$ cat src/rtl/perif_temporizador_if.sv
// Port-side bus between the CPU and the interval-timer peripheral:
// command byte and end-of-ISR pulse from the CPU, readback byte and
// interrupt request from the device.
interface perif_temporizador_if;
  logic [7:0] cmd;
  logic       finInterrup;
  logic [7:0] dato;
  logic       intPort;

  modport master (output cmd, output finInterrup, input dato, input intPort);
  modport slave  (input cmd, input finInterrup, output dato, output intPort);
endinterface

$ cat src/rtl/perif_temporizador.sv
// perif_temporizador: programmable interval timer on the CPU port side.
// Commands arrive as a toggle-qualified byte; expiry raises a level
// interrupt that the CPU clears with finInterrup or an acknowledge command.
// Optional feature macro: PERIF_TEMPORIZADOR_OVERRUN_EN (overrun flag).
module perif_temporizador #(
  parameter int unsigned PRESC = 4
) (
  input  logic                 clk,
  input  logic                 reset,
  perif_temporizador_if.slave  bus
);

  typedef enum logic {PARADO = 1'b0, CONTANDO = 1'b1} state_e;

  localparam logic [7:0] PRESC_MAX = 8'(PRESC - 1);

  state_e     state_q, state_d;
  logic       tog_q, tog_d;
  logic [7:0] period_q, period_d;
  logic [7:0] count_q, count_d;
  logic [7:0] presc_q, presc_d;
  logic       autoreload_q, autoreload_d;
  logic       sel_q, sel_d;
  logic       pending_q, pending_d;
  logic       ovr_s;

  logic       cmd_new_s, ctrl_s, ack_s, clr_s, tick_s, expire_s;
  logic [1:0] op_s;

`ifdef PERIF_TEMPORIZADOR_OVERRUN_EN
  logic overrun_q, overrun_d;

  // Overrun flag: set when an expiry finds pending still set and not being cleared.
  always_comb begin
    overrun_d = overrun_q;
    if (ack_s) begin
      overrun_d = 1'b0;
    end else if (expire_s && pending_q && !clr_s) begin
      overrun_d = 1'b1;
    end else begin
      overrun_d = overrun_q;
    end
  end

  // Overrun register.
  always_ff @(posedge clk or posedge reset) begin
    if (reset) begin
      overrun_q <= 1'b0;
    end else begin
      overrun_q <= overrun_d;
    end
  end

  assign ovr_s = overrun_q;
`else
  assign ovr_s = 1'b0;
`endif

  // Next-state logic: counting, expiry, interrupt clear, then command decode
  // last so a control command overrides whatever the counter would do.
  always_comb begin
    state_d      = state_q;
    tog_d        = tog_q;
    period_d     = period_q;
    count_d      = count_q;
    presc_d      = presc_q;
    autoreload_d = autoreload_q;
    sel_d        = sel_q;
    pending_d    = pending_q;

    cmd_new_s = (bus.cmd[7] != tog_q);
    op_s      = bus.cmd[6:5];
    ctrl_s    = cmd_new_s && (op_s == 2'b11);
    ack_s     = cmd_new_s && (op_s == 2'b00);
    clr_s     = bus.finInterrup || ack_s;
    tick_s    = (state_q == CONTANDO) && (presc_q == PRESC_MAX);
    expire_s  = tick_s && (count_q == 8'd1) && !ctrl_s;

    // Prescaler runs only while counting and wraps on the tick.
    if (state_q == CONTANDO) begin
      if (tick_s) begin
        presc_d = 8'd0;
      end else begin
        presc_d = presc_q + 8'd1;
      end
    end else begin
      presc_d = presc_q;
    end

    // Count: reload or stop on expiry, otherwise decrement with 8-bit wrap.
    if (expire_s) begin
      if (autoreload_q) begin
        count_d = period_q;
        state_d = CONTANDO;
      end else begin
        count_d = 8'd0;
        state_d = PARADO;
      end
    end else if (tick_s) begin
      count_d = count_q - 8'd1;
    end else begin
      count_d = count_q;
    end

    // Expiry takes precedence over a simultaneous clear.
    if (expire_s) begin
      pending_d = 1'b1;
    end else if (clr_s) begin
      pending_d = 1'b0;
    end else begin
      pending_d = pending_q;
    end

    if (cmd_new_s) begin
      tog_d = bus.cmd[7];
      sel_d = bus.cmd[4];
      case (op_s)
        2'b01:   period_d[3:0] = bus.cmd[3:0];
        2'b10:   period_d[7:4] = bus.cmd[3:0];
        2'b11: begin
          autoreload_d = bus.cmd[1];
          if (bus.cmd[0]) begin
            count_d = period_q;
            presc_d = 8'd0;
            state_d = CONTANDO;
          end else begin
            count_d = count_q;
            presc_d = presc_q;
            state_d = PARADO;
          end
        end
        default: ;  // acknowledge: handled through clr_s / ack_s
      endcase
    end else begin
      tog_d = tog_q;
    end
  end

  // State registers.
  always_ff @(posedge clk or posedge reset) begin
    if (reset) begin
      state_q      <= PARADO;
      tog_q        <= 1'b0;
      period_q     <= 8'd0;
      count_q      <= 8'd0;
      presc_q      <= 8'd0;
      autoreload_q <= 1'b0;
      sel_q        <= 1'b0;
      pending_q    <= 1'b0;
    end else begin
      state_q      <= state_d;
      tog_q        <= tog_d;
      period_q     <= period_d;
      count_q      <= count_d;
      presc_q      <= presc_d;
      autoreload_q <= autoreload_d;
      sel_q        <= sel_d;
      pending_q    <= pending_d;
    end
  end

  // Readback mux: count or status byte, straight from registers.
  always_comb begin
    if (sel_q) begin
      bus.dato = {pending_q, ovr_s, (state_q == CONTANDO), autoreload_q, 4'b0000};
    end else begin
      bus.dato = count_q;
    end
  end

  assign bus.intPort = pending_q;

endmodule

$ cat src/flat_wrapper.sv
// flat-port wrapper written by rule: the top's interface ports become plain ports
module perif_temporizador_flat 
#(
  parameter int unsigned PRESC = 4
)
  (clk, reset, bus_cmd, bus_finInterrup, bus_dato, bus_intPort);
  perif_temporizador_if bus_i ();
  input  logic clk;
  input  logic reset;
  input wire logic [$bits(bus_i.cmd)-1:0] bus_cmd;
  input wire logic [$bits(bus_i.finInterrup)-1:0] bus_finInterrup;
  output wire logic [$bits(bus_i.dato)-1:0] bus_dato;
  output wire logic [$bits(bus_i.intPort)-1:0] bus_intPort;
  assign bus_i.cmd = bus_cmd;
  assign bus_i.finInterrup = bus_finInterrup;
  assign bus_dato = bus_i.dato;
  assign bus_intPort = bus_i.intPort;
  perif_temporizador #(.PRESC(PRESC)) u_core (.clk(clk), .reset(reset), .bus(bus_i));
endmodule
$ cat config.mk
export PLATFORM = sky130hd
export DESIGN_NAME = perif_temporizador_flat
export DESIGN_NICKNAME = d
export VERILOG_FILES = /design/src/rtl/perif_temporizador_if.sv /design/src/rtl/perif_temporizador.sv /design/src/flat_wrapper.sv
export SDC_FILE = /design/constraint.sdc
export NUM_CORES = 1
export LEC_CHECK = 0
export BUFFER_PORTS_ARGS = -buffer_cell sky130_fd_sc_hd__buf_4
export CORE_MARGIN = 2
export CORE_UTILIZATION = 45
export DETAILED_ROUTE_END_ITERATION = 16
export PLACE_DENSITY = 0.71
export SETUP_SLACK_MARGIN = 0.5
export SLEW_MARGIN = 30
export SYNTH_ARGS = -nofsm -noshare
export SYNTH_HDL_FRONTEND = slang
export SYNTH_SLANG_ARGS = --single-unit
$ cat constraint.sdc
create_clock -name clk -period 2.9 [get_ports clk]
set_input_delay 0.145 -clock clk [delete_from_list [all_inputs] [get_ports clk]]
set_output_delay 0.145 -clock clk [all_outputs]
set_load 0.03 [all_outputs]
; ---- After elaboration in Yosys (flattened, before gate mapping)
; Cells that the tools add are included.
[totals]
word_cells = 49
out_inout_bits = 9
regBits = 29
[op_classes]
n_eq_ne = 7
n_reduce_logical = 12
n_mux = 19
addsub = 2
[op_table]
columns = cell, n
row1 = 8-bit two-way mux, 12
row2 = "8-bit by 1-bit adder with 8-bit output, second input constant", 1
row3 = "8-bit by 1-bit equality test with 1-bit output, second input constant", 1
row4 = "8-bit by 2-bit equality test with 1-bit output, second input constant", 1
row5 = "8-bit by 1-bit subtractor with 8-bit output, second input constant", 1
row6 = 1-bit two-way mux, 7
row7 = 2-bit AND reduction, 3
row8 = 1-bit logical AND, 5
row9 = "2-bit equality test, second input constant", 2
row10 = "3-bit != test, second input constant", 1
row11 = "2-bit by 1-bit equality test with 1-bit output, second input constant", 1
row12 = 2-bit logical NOT, 1
row13 = 2-bit nonzero test, 1
row14 = 1-bit logical NOT, 1
row15 = 1-bit logical OR, 1
row16 = 1-bit != test, 1

; ---- Logic depth before layout (Yosys ltp)
; Gate-level depths: netlist of run 1.
[logic_depth]
depth_word = 7
ltp_mapped = 7
depth_no_buf = 6

; ---- Worst setup path after synthesis of run 1
; Ideal clock, no wire load.
[synth_path]
path_type = register to register
start = register u_core.presc_q[0]
end = register u_core.presc_q[3]
setup_ps = 79
synth_period_minus_slack_ps = 1691
t_arrival_ps = 1612
path_buffers = 2
stages_incl_launch_ff = 8
slack_ps = 1209
cell_sequence = dfrtp_1 ha_1 nor4bb_1 buf_2 a22oi_1 buf_2 a21oi_1 mux2i_1
[synth_between]
elab_chain_cells = 6
elab_cells_between_ends = 7
classes_between = 1 x add/sub / 1 x eq/ne / 4 x mux / 1 x reduce/logical
[synth_rtl]
columns = element, line
row1 = from (decl), perif_temporizador.sv:21  ; logic [7:0] presc_q, presc_d;
row2 = from (signal assigned), perif_temporizador.sv:155  ; presc_q <= presc_d;
row3 = branches (longest 2 deep; another with 8-bit by 1-bit adder with 8-bit output), n/a
row4 = 8-bit two-way mux (*), perif_temporizador.sv:81  ; if (tick_s) begin
row5 = 8-bit two-way mux (*), perif_temporizador.sv:80  ; if (state_q == CONTANDO) begin
row6 = 8-bit two-way mux, perif_temporizador.sv:117  ; case (op_s)
row7 = 8-bit two-way mux (*), perif_temporizador.sv:114  ; if (cmd_new_s) begin
; Every way passes the cells marked *.
; A chain may end at the register's enable or synchronous reset.

; ---- Worst setup path in the final report of run 1
[layout_path]
start = input port bus_cmd[7]
end = register u_core.presc_q[0]
[layout_between]
elab_chain_cells = 2
elab_cells_between_ends = 3
classes_between = 2 x eq/ne / 1 x mux
[layout_rtl]
columns = element, line
row1 = from (decl), flat_wrapper.sv:10  ; input wire logic [$bits(bus_i.cmd)-1:0] bus_cmd;
row2 = 1-bit != test (*), perif_temporizador.sv:71  ; cmd_new_s = (bus.cmd[7] != tog_q);
row3 = 3-bit != test (no line) / 8-bit two-way mux (equally long branches), n/a
; Mark *: on every way between the ends. The rest lies on a longest branch, timed or not.

==> impl_metrics.csv, run 1 <==
group,metric,value,unit
layout,antennaDiodeCount,0,
die,dieHeight,65.2,microns
setup_path,critical_path.endpoint_type,"flip-flop",
clock_tree,cts_tree,"yes",
grt,grt_max_degree,30,
setup_path,crit_fanout,15,
grt,grt-ovfl-total,0,
die,io_pins,20,
timing,layout_min_cycle_time,2.04,ns
synth,async_flop_share,100,%
grt,antenna_found_initial,0,
synth,avgSynthCellArea,9.81,sq um
setup_path,slowest_stage,"and4_1",
setup_path,worstPathRequired,3.12,ns
timing,slew_violations,0,
synth,synth_edf_count,0,
detailed_routing,first_pass_iters,4,
setup_path,max_stage_delay,0.64,ns
synth,synth_nets,186,
timing,fmax,491,MHz
layout,nets,209,
grt,grt_pass1_wl,6.75,mm
clock_tree,clock_path_buffers,2,
timing,setup_viol,0,
outcome,status,"finished, final reports clean",
power,max-vdd-ir-drop,424,uV
detailed_routing,post_drt_wl_per_cell,15.8,microns
clock_tree,post-cts-setup-buffers,0,
synth,syn_area,1690,sq um
timing,period_share,70.2,%
die,die_w,65.2,microns
timing,worst_pin_slew,0.598,ns
clock_tree,clk_latency,0.28,ns
power,p_per_area,844,nW/um^2
synth,yosysWarnings,0,
grt,track_usage,20.8,%
clock_tree,post_cts_resized,0,
synth,netlist_instances,172,
timing,setup_tns,0,ns
power,swShare,40.9,%
power,p_sw,0.000680,W
timing,max-slew-margin-rel,60.1,%
power,p_leak,0.875,nW
place,gp_congestion,1.04,
layout,finalNonFillerCells,244,
die,core_area,3630,sq um
setup_path,cp_cell_sequence,"dlygate4sd3_1 > buf_4 > xor2_1 > and4_1 > o21bai_1 > a22o_1",
job,drv_cap,0,
power,clkPwrFrac,18.9,%
timing,clock_skew,0.00307,ns
clock_tree,htree_levels,2,
power,seqPwrFrac,40.9,%
layout,drive_gt1_share,21.9,%
die,rows,22,
setup_path,arrival,2.25,ns
setup_path,critPathLaunchType,"input port",
detailed_routing,drc,0,
clock_tree,ctsHoldBuffers,1,
clock_tree,clock_sinks,29,
synth,synth_flop_cell,"dfrtp_1",
place,dp_hpwl,2.91,mm
detailed_routing,drtIter0Drc,97,
detailed_routing,num_vias,1404,
worst_hold_path,hp-class,"input port to flip-flop",
power,intPower,0.000984,W
detailed_routing,drt_wl_total,3.86,mm
power,pwr-share-comb,40.2,%
detailed_routing,antenna_left,0,
place,dpl.cell_count,234,
layout,postLayoutCoreUtil,54.2,%
timing,rsz0062_at_grt,"false",
clock_tree,clockRootBuffer,"clkbuf_8",
synth,ys_seq_area_share,43.0,%
timing,hold_slack,0.0649,ns
die,start_util,46.4,%
timing,finalHoldViolations,0,
synth,synth-seq-cells,29,
layout,syn_to_final_growth,16.8,%
detailed_routing,viasPerCell,5.75,
synth,synth_cell_type_count,44,
clock_tree,cts_buffers,5,
grt,grt_pass1_vias,1380,
place,io_buffers,19,
layout,fillers,347,
clock_tree,clk_pin_slew,0.06,ns
die,dieArea,4250,sq um
setup_path,critPathKind,"input port to flip-flop",
## cell usage in the layout, fill, tap and decap left out, types with 2 or more instances in the layout
master / count
and4_1: 3
mux2_2: 4
clkbuf_8: 5
a21oi_1: 5
nand3_1: 4
nor2b_1: 4
nor4_1: 2
buf_4: 21
xnor2_1: 3
dfrtp_1: 29
xor2_1: 2
o21ai_2: 2
dlygate4sd3_1: 2
a22oi_1: 2
nor2_1: 7
mux2i_1: 6
o221ai_2: 4
nor3_1: 4
ha_1: 3
o21ai_0: 9
o221ai_1: 4
a22o_1: 5
inv_1: 14
nand4_1: 6
clkbuf_1: 3
nand2_1: 23
## logic make-up after synthesis
kind of cell | Yosys count | share of synthesized area [%]
mux | 10 | 6.23
fa+ha+maj | 3 | 2.23
xor+xnor | 5 | 2.60
simple gates | 61 | 20.3
flops | 29 | 43.0
buf+inv | 22 | 5.34
compound gates | 42 | 20.3
## sequential cells by signal, summed over array words and instances, names as in the netlist
| name | count |
|---|---|
| u_core.tog_q | 1 |
| u_core.presc_q | 8 |
| u_core.period_q | 8 |
| u_core.sel_q | 1 |
| u_core.bus.intPort | 1 |
| u_core.autoreload_q | 1 |
| u_core.count_q | 8 |
| u_core.state_q | 1 |
## synth_stat cells, types with 5 or more instances
| cell | count | area [sq um] |
|---|---|---|
| inv_1 | 15 | 56.3 |
| o21ai_0 | 9 | 45.0 |
| dfrtp_1 | 29 | 726 |
| nand4_1 | 6 | 37.5 |
| a21oi_1 | 5 | 25.0 |
| a22o_1 | 5 | 43.8 |
| nor2_1 | 7 | 26.3 |
| nand2_1 | 23 | 86.3 |
| mux2i_1 | 6 | 60.1 |
## per-layer routing
layer	up-vias	share of wire [%]	global-route usage, %
li1	671	-	-
met1	672	46	28.4
met2	52	46	31.5
met3	9	6.2	5.48
met4	0	1.8	8.33
met5	-	0	0
## path summary, 6_finish.rpt
| check | start | end | slack (ns) | depth (start not counted) |
|---|---|---|---|---|
| min in group asynchronous | reset | u_core.presc_q[0]$_DFFE_PP0P_ | 0.49 | 3 |
| max in group asynchronous | reset | u_core.count_q[7]$_DFFE_PP0P_ | 2.01 | 3 |
| max reg2reg | u_core.presc_q[0]$_DFFE_PP0P_ | u_core.presc_q[5]$_DFFE_PP0P_ | 0.95 | 7 |
| min | bus_cmd[4] | u_core.sel_q$_DFFE_PP0P_ | 0.06 | 3 |
| max | bus_cmd[7] | u_core.presc_q[0]$_DFFE_PP0P_ | 0.86 | 6 |
| min reg2reg | u_core.period_q[5]$_DFFE_PP0P_ | u_core.period_q[5]$_DFFE_PP0P_ | 0.50 | 1 |
## critical path: cells and delay by family
family                    cells  cell delay (ns)
AOI/OAI and AO/OA             2             0.43
xor gates and xnor gates      1             0.35
buffers and inverters         2             0.68
and+or+nand+nor               1             0.64
## per-stage QoR
stage                     power, W  instance area [sq um]  setup WS, ns
after floorplan            0.00114                   1690          1.21
after global placement     0.00132                   1870          1.02
after detailed placement   0.00135                   1870         0.973
after CTS                  0.00167                   1960         0.963
after global routing       0.00177                   1970         0.685
final                      0.00166                   1970         0.864
## power by group through the flow
stage	clock, W	combinational (W)	sequential (W)
5_1_grt	0.000338	0.000735	0.000698
4_1_cts	0.000321	0.000671	0.000674
3_5_place_dp	0	0.000666	0.000681
2_1_floorplan	0	0.000515	0.000627
3_3_place_gp	0	0.000653	0.000672
6_report	0.000315	0.000669	0.000680
## final cells by class
type	count	area (sq um)	share of cell area [%]
Sequential cell	29	726	36.8
Timing Repair Buffer	23	178	9.02
Multi-Input combinational cell	121	871	44.2
Clock buffer	8	80.1	4.06
Tap cell	48	60.1	3.05
Inverter	15	56.3	2.86
Power figures use the tool's default switching activity.
==> run 2: changes to the inputs <==
--- a/config.mk
+++ b/config.mk
@@ -9,7 +9,7 @@
 export CORE_MARGIN = 2
 export CORE_UTILIZATION = 45
 export DETAILED_ROUTE_END_ITERATION = 16
-export PLACE_DENSITY = 0.71
+export PLACE_DENSITY = 0.74
 export SETUP_SLACK_MARGIN = 0.5
 export SLEW_MARGIN = 30
 export SYNTH_ARGS = -nofsm -noshare
==> constraint.sdc (replaced) <==
create_clock -name clk -period 1.79 [get_ports clk]
set_input_delay 0.0895 -clock clk [delete_from_list [all_inputs] [get_ports clk]]
set_output_delay 0.0895 -clock clk [all_outputs]
set_load 0.03 [all_outputs]
==> impl_metrics.csv, run 2 (synthesis gave the netlist of run 1 again) <==
group,metric,value,unit
timing,layout_min_cycle_time,1.76,ns
timing,period_share,98.1,%
die,start_util,46.4,%
layout,finalNonFillerCells,276,
timing,slew_violations,0,
layout,multi_input_area,1040,sq um
setup_path,critPathKind,"flip-flop to flip-flop",
detailed_routing,drtIter0Drc,141,
power,swShare,40.4,%
detailed_routing,antenna_left,0,
timing,rsz0062_at_grt,"true",
timing,setup_viol,0,
setup_path,critPathLaunchType,"flip-flop",
worst_hold_path,hp-class,"input port to flip-flop",
clock_tree,cts_tree,"yes",
setup_path,crit_fanout,6,
detailed_routing,first_pass_iters,5,
detailed_routing,drc,0,
layout,final_common_cell,"buf_4",
place,dpl.cell_count,244,
die,io_pins,20,
grt,antenna_found_initial,0,
grt,grt_pass1_wl,7.70,mm
layout,postLayoutCoreUtil,68.1,%
layout,final_cell_mix,"buf_4 (40), dfrtp_1 (24), nand2_1 (19)",
layout,reg.largest.list,"u_core.count_q (8), u_core.period_q (8), u_core.presc_q (8)",
detailed_routing,viasPerCell,5.91,
setup_path,critPathLaunch,"u_core.presc_q[0]$_DFFE_PP0P_",
job,drv_cap,0,
clock_tree,cts_buffers,5,
detailed_routing,num_vias,1632,
die,dieHeight,65.2,microns
clock_tree,clk_latency,0.29,ns
clock_tree,clock_sinks,29,
power,p_per_area,1400,nW/um^2
setup_path,worstPathRequired,1.95,ns
setup_path,critical_path.endpoint_type,"flip-flop",
timing,finalHoldViolations,0,
power,p_leak,1.11,nW
grt,grt-ovfl-total,0,
timing,worst_pin_slew,0.403,ns
die,dieArea,4250,sq um
worst_hold_path,min_from,"bus_cmd[0]",
die,die_w,65.2,microns
grt,track_usage,23.8,%
power,pwr-share-comb,51.1,%
place,io_buffers,19,
power,seqPwrFrac,31.5,%
power,max-vdd-ir-drop,898,uV
layout,nets,241,
timing,hold_slack,0.0160,ns
place,gp_congestion,0.933,
grt,grt_max_degree,30,
clock_tree,htree_levels,2,
timing,max-slew-margin-rel,72.8,%
setup_path,r2r-start,"u_core.presc_q[0]$_DFFE_PP0P_",
layout,fillers,267,
layout,seqCellArea,732,sq um
layout,drive_gt1_share,46.9,%
clock_tree,clockRootBuffer,"clkbuf_8",
power,intPower,0.00207,W
layout,syn_to_final_growth,46.8,%
power,p_sw,0.00140,W
place,dp_hpwl,2.91,mm
clock_tree,clk_pin_slew,0.06,ns
timing,clock_skew,0.00508,ns
die,rows,22,
outcome,status,"finished, final reports clean",
grt,grt_pass1_vias,1607,
layout,antennaDiodeCount,0,
setup_path,arrival,1.91,ns
power,clkPwrFrac,17.4,%
detailed_routing,drt_wl_total,5.06,mm
detailed_routing,post_drt_wl_per_cell,18.3,microns
die,core_area,3630,sq um
clock_tree,clock_path_buffers,2,
timing,fmax,570,MHz
==> run 2: layout make-up <==
type                            instances  share of cell area (%)
Sequential cell                        29                    29.6
Multi-Input combinational cell        121                    42.1
Timing Repair Buffer                   55                    19.6
Inverter                               15                    2.27
Clock inverter                          1                   0.202
Tap cell                               48                    2.43
Clock buffer                            7                    3.89
==> run 2: per-stage QoR <==
stage               cell area [sq um]  total power, W  setup TNS [ns]  setup slack [ns]
floorplan                        1750         0.00193               0             0.217
global placement                 2000         0.00228               0            0.0958
detailed placement               2000         0.00233         -0.0379           -0.0379
CTS                              2290         0.00312               0             0.195
global route                     2480         0.00365         -0.0272           -0.0272
finish                           2480         0.00347               0            0.0347
==> run 2: power by group through the flow <==
stage          clock (W)  sequential [W]  combinational [W]
2_1_floorplan          0         0.00103           0.000903
6_report        0.000604         0.00109            0.00177
3_3_place_gp           0         0.00106            0.00123
5_1_grt         0.000646         0.00111            0.00190
4_1_cts         0.000612         0.00105            0.00146
3_5_place_dp           0         0.00106            0.00126
==> run 2: per-layer routing <==
| metal | up-vias | track usage, % | share of wire [%] |
|---|---|---|---|
| li1 | 738 | - | - |
| met1 | 783 | 28.2 | 39 |
| met2 | 87 | 38.1 | 51 |
| met3 | 24 | 7.88 | 6.6 |
| met4 | 0 | 12.8 | 3.3 |
| met5 | - | 0 | 0 |
==> run 2: final timing paths <==
path | cells after the start | end | slack, ns
setup / recovery | 6 | u_core.count_q[7]$_DFFE_PP0P_ | 0.03
hold / removal | 3 | u_core.period_q[0]$_DFFE_PP0P_ | 0.02
setup reg to reg | 6 | u_core.count_q[7]$_DFFE_PP0P_ | 0.03
hold reg to reg | 1 | u_core.period_q[5]$_DFFE_PP0P_ | 0.52
max in group asynchronous | 4 | u_core.presc_q[4]$_DFFE_PP0P_ | 1.07
min in group asynchronous | 4 | u_core.period_q[1]$_DFFE_PP0P_ | 0.43
==> run 2: critical path: stages (launching register included) <==
cell	delay, ns
dfrtp_1	0.36
ha_2	0.18
nor4bb_1	0.19
buf_4	0.21
nand4_1	0.20
nor3_1	0.32
o221ai_2	0.16
==> run 2: what timing repair did <==
action                                  CTS  global route
gates cloned                              1             1
hold buffers                              2             0
resized for setup                        16            30
buffers inserted                         13             7
endpoints found under the setup margin   28            34
pin swaps                                11            16
endpoints found under the hold margin    30             0
==> run 3: changes to the inputs <==
--- a/config.mk
+++ b/config.mk
@@ -7,9 +7,9 @@
 export LEC_CHECK = 0
 export BUFFER_PORTS_ARGS = -buffer_cell sky130_fd_sc_hd__buf_4
 export CORE_MARGIN = 2
-export CORE_UTILIZATION = 45
+export CORE_UTILIZATION = 52
 export DETAILED_ROUTE_END_ITERATION = 16
-export PLACE_DENSITY = 0.74
+export PLACE_DENSITY = 0.82
 export SETUP_SLACK_MARGIN = 0.5
 export SLEW_MARGIN = 30
 export SYNTH_ARGS = -nofsm -noshare
==> constraint.sdc (replaced) <==
create_clock -name clk -period 1.79 [get_ports clk]
set_input_delay 0.0895 -clock clk [delete_from_list [all_inputs] [get_ports clk]]
set_output_delay 0.0895 -clock clk [all_outputs]
set_load 0.005 [all_outputs]
==> impl_metrics.csv, run 3 (synthesis gave the netlist of run 1 again) <==
group,metric,value,unit
outcome,status,"finished, final reports clean",
detailed_routing,num_vias,1723,
die,rows,20,
power,max-vdd-ir-drop,715,uV
setup_path,timing.rr.end,"u_core.count_q[0]$_DFFE_PP0P_",
detailed_routing,antenna_left,0,
grt,grt-ovfl-total,0,
layout,syn_to_final_growth,49.6,%
setup_path,critPathLaunchType,"flip-flop",
grt,track_usage,28.0,%
timing,max-slew-margin-rel,72.1,%
grt,met3_usage,5.54,%
layout,reg.largest.list,"u_core.count_q (8), u_core.period_q (8), u_core.presc_q (8)",
detailed_routing,viasPerCell,6.13,
timing,fmax,584,MHz
detailed_routing,first_pass_iters,5,
layout,postLayoutCoreUtil,82.0,%
clock_tree,clockRootBuffer,"clkbuf_4",
timing,setup_ws,0.0778,ns
grt,antenna_found_initial,0,
place,dp_hpwl,3.05,mm
setup_path,worstPathRequired,2.02,ns
timing,period_share,95.7,%
power,clkPwrFrac,12.4,%
die,io_pins,20,
timing,clock_skew,0.0169,ns
detailed_routing,post_drt_wl_per_cell,19.2,microns
worst_hold_path,worstHoldPathCells,4,
timing,worst_pin_slew,0.416,ns
power,p_leak,1.13,nW
setup_path,r2r-start,"u_core.count_q[1]$_DFFE_PP0P_",
setup_path,worstRegToRegCells,8,
clock_tree,clk_latency,0.35,ns
timing,rsz0062_at_grt,"true",
grt,grt_pass1_wl,7.50,mm
power,swShare,40.7,%
setup_path,critPathKind,"flip-flop to flip-flop",
layout,final_common_cell,"buf_4",
layout,final_cell_mix,"buf_4 (46), dfrtp_1 (23), nand2_1 (17)",
power,seqPwrFrac,34.5,%
timing,finalHoldViolations,0,
job,drv_cap,0,
power,pwr-share-comb,53.1,%
layout,final_cell_area,2520,sq um
grt,grt_pass1_vias,1539,
place,gp_congestion,0.931,
die,die_w,61.0,microns
detailed_routing,drtIter0Drc,176,
worst_hold_path,min_to,"u_core.bus.intPort$_DFFE_PP0P_",
place,io_buffers,19,
die,core_area,3080,sq um
detailed_routing,drt_wl_total,5.40,mm
worst_hold_path,min_from,"bus_finInterrup",
timing,slew_violations,0,
setup_path,crit_fanout,4,
power,intPower,0.00185,W
power,p_sw,0.00127,W
layout,antennaDiodeCount,0,
clock_tree,clock_path_buffers,2,
timing,setup_viol,0,
layout,fillers,172,
place,post-place-ws,-0.0462,ns
place,post_dp_cell_area,2010,sq um
detailed_routing,drc,0,
power,p_per_area,1240,nW/um^2
clock_tree,clock_sinks,29,
grt,busiest_layer,"met2",
setup_path,r2r_slack,0.08,ns
layout,nets,250,
power,power,0.00313,W
layout,drive_gt1_share,50.2,%
clock_tree,cts_tree,"yes",
layout,multi_input_area,1090,sq um
die,dieArea,3710,sq um
timing,layout_min_cycle_time,1.71,ns
clock_tree,clk_pin_slew,0.11,ns
grt,grt_max_degree,30,
clock_tree,cts_buffers,5,
worst_hold_path,hp-class,"input port to flip-flop",
grt,grt_util_met1,36.4,%
die,start_util,54.8,%
die,dieHeight,61.0,microns
setup_path,arrival,1.94,ns
grt,grt_use_met2,46.1,%
layout,seqCellArea,733,sq um
clock_tree,htree_levels,2,
setup_path,critical_path.endpoint_type,"flip-flop",
-- run 3: power groups by stage --
stage          Combinational [W]  Sequential, W  Clock (W)
2_1_floorplan           0.000784        0.00103          0
4_1_cts                  0.00137        0.00105   0.000385
3_5_place_dp             0.00115        0.00107          0
5_1_grt                  0.00176        0.00109   0.000413
6_report                 0.00166        0.00108   0.000389
3_3_place_gp             0.00110        0.00105          0
-- run 3: layout make-up --
class	count	area share (%)
clock inverter	2	0.397
timing repair buffer	64	21.4
inverter	15	2.23
tap	44	2.18
multi-input combinational	121	43.1
clock buffer	6	1.64
sequential	29	29.1
-- run 3: critical path, cell delays in order (launching register included) --
cell and delay [ns]:
dfrtp_1 0.41, inv_2 0.09, ha_4 0.13, nor4b_4 0.24
buf_4 0.18, buf_4 0.10, nand2_1 0.09, nand2b_2 0.20
o221ai_2 0.14
-- run 3: through the flow --
| stage | std cells | setup TNS, ns | hold slack, ns |
|---|---|---|---|
| 3_3_place_gp | 241 | 0 | 0.180 |
| 5_1_grt | 281 | -0.00487 | 0.0552 |
| 6_report | 281 | 0 | 0.0395 |
| 3_5_place_dp | 241 | -0.0650 | 0.190 |
| 4_1_cts | 270 | 0 | 0.0734 |
| 2_1_floorplan | 172 | 0 | 0.168 |
-- run 3: how the worst max path moves through the flow --
stage                                          endpoint  slack [ns]                     startpoint
after floorplan           u_core.count_q[5]$_DFFE_PP0P_        0.22  u_core.presc_q[0]$_DFFE_PP0P_
after global placement    u_core.count_q[5]$_DFFE_PP0P_        0.05  u_core.count_q[1]$_DFFE_PP0P_
after detailed placement  u_core.count_q[5]$_DFFE_PP0P_       -0.05  u_core.count_q[1]$_DFFE_PP0P_
after CTS                 u_core.count_q[5]$_DFFE_PP0P_        0.16  u_core.presc_q[0]$_DFFE_PP0P_
after global routing      u_core.count_q[0]$_DFFE_PP0P_      -0.004  u_core.count_q[1]$_DFFE_PP0P_
final                     u_core.count_q[0]$_DFFE_PP0P_        0.08  u_core.count_q[1]$_DFFE_PP0P_
-- run 3: what timing repair did --
item | in CTS | in global routing
hold endpoints to repair | 37 | 0
hold buffers | 7 | 0
setup buffers | 13 | 11
pin swaps | 11 | 13
setup endpoints to repair | 28 | 32
gates resized for setup | 17 | 43
cloned | 1 | 0
-- run 3: routing by layer --
layer | vias up | wire length, microns
met1 | 837 | 2140
li1 | 754 | -
met5 | - | 0
met4 | 0 | 179
met2 | 105 | 2710
met3 | 27 | 363
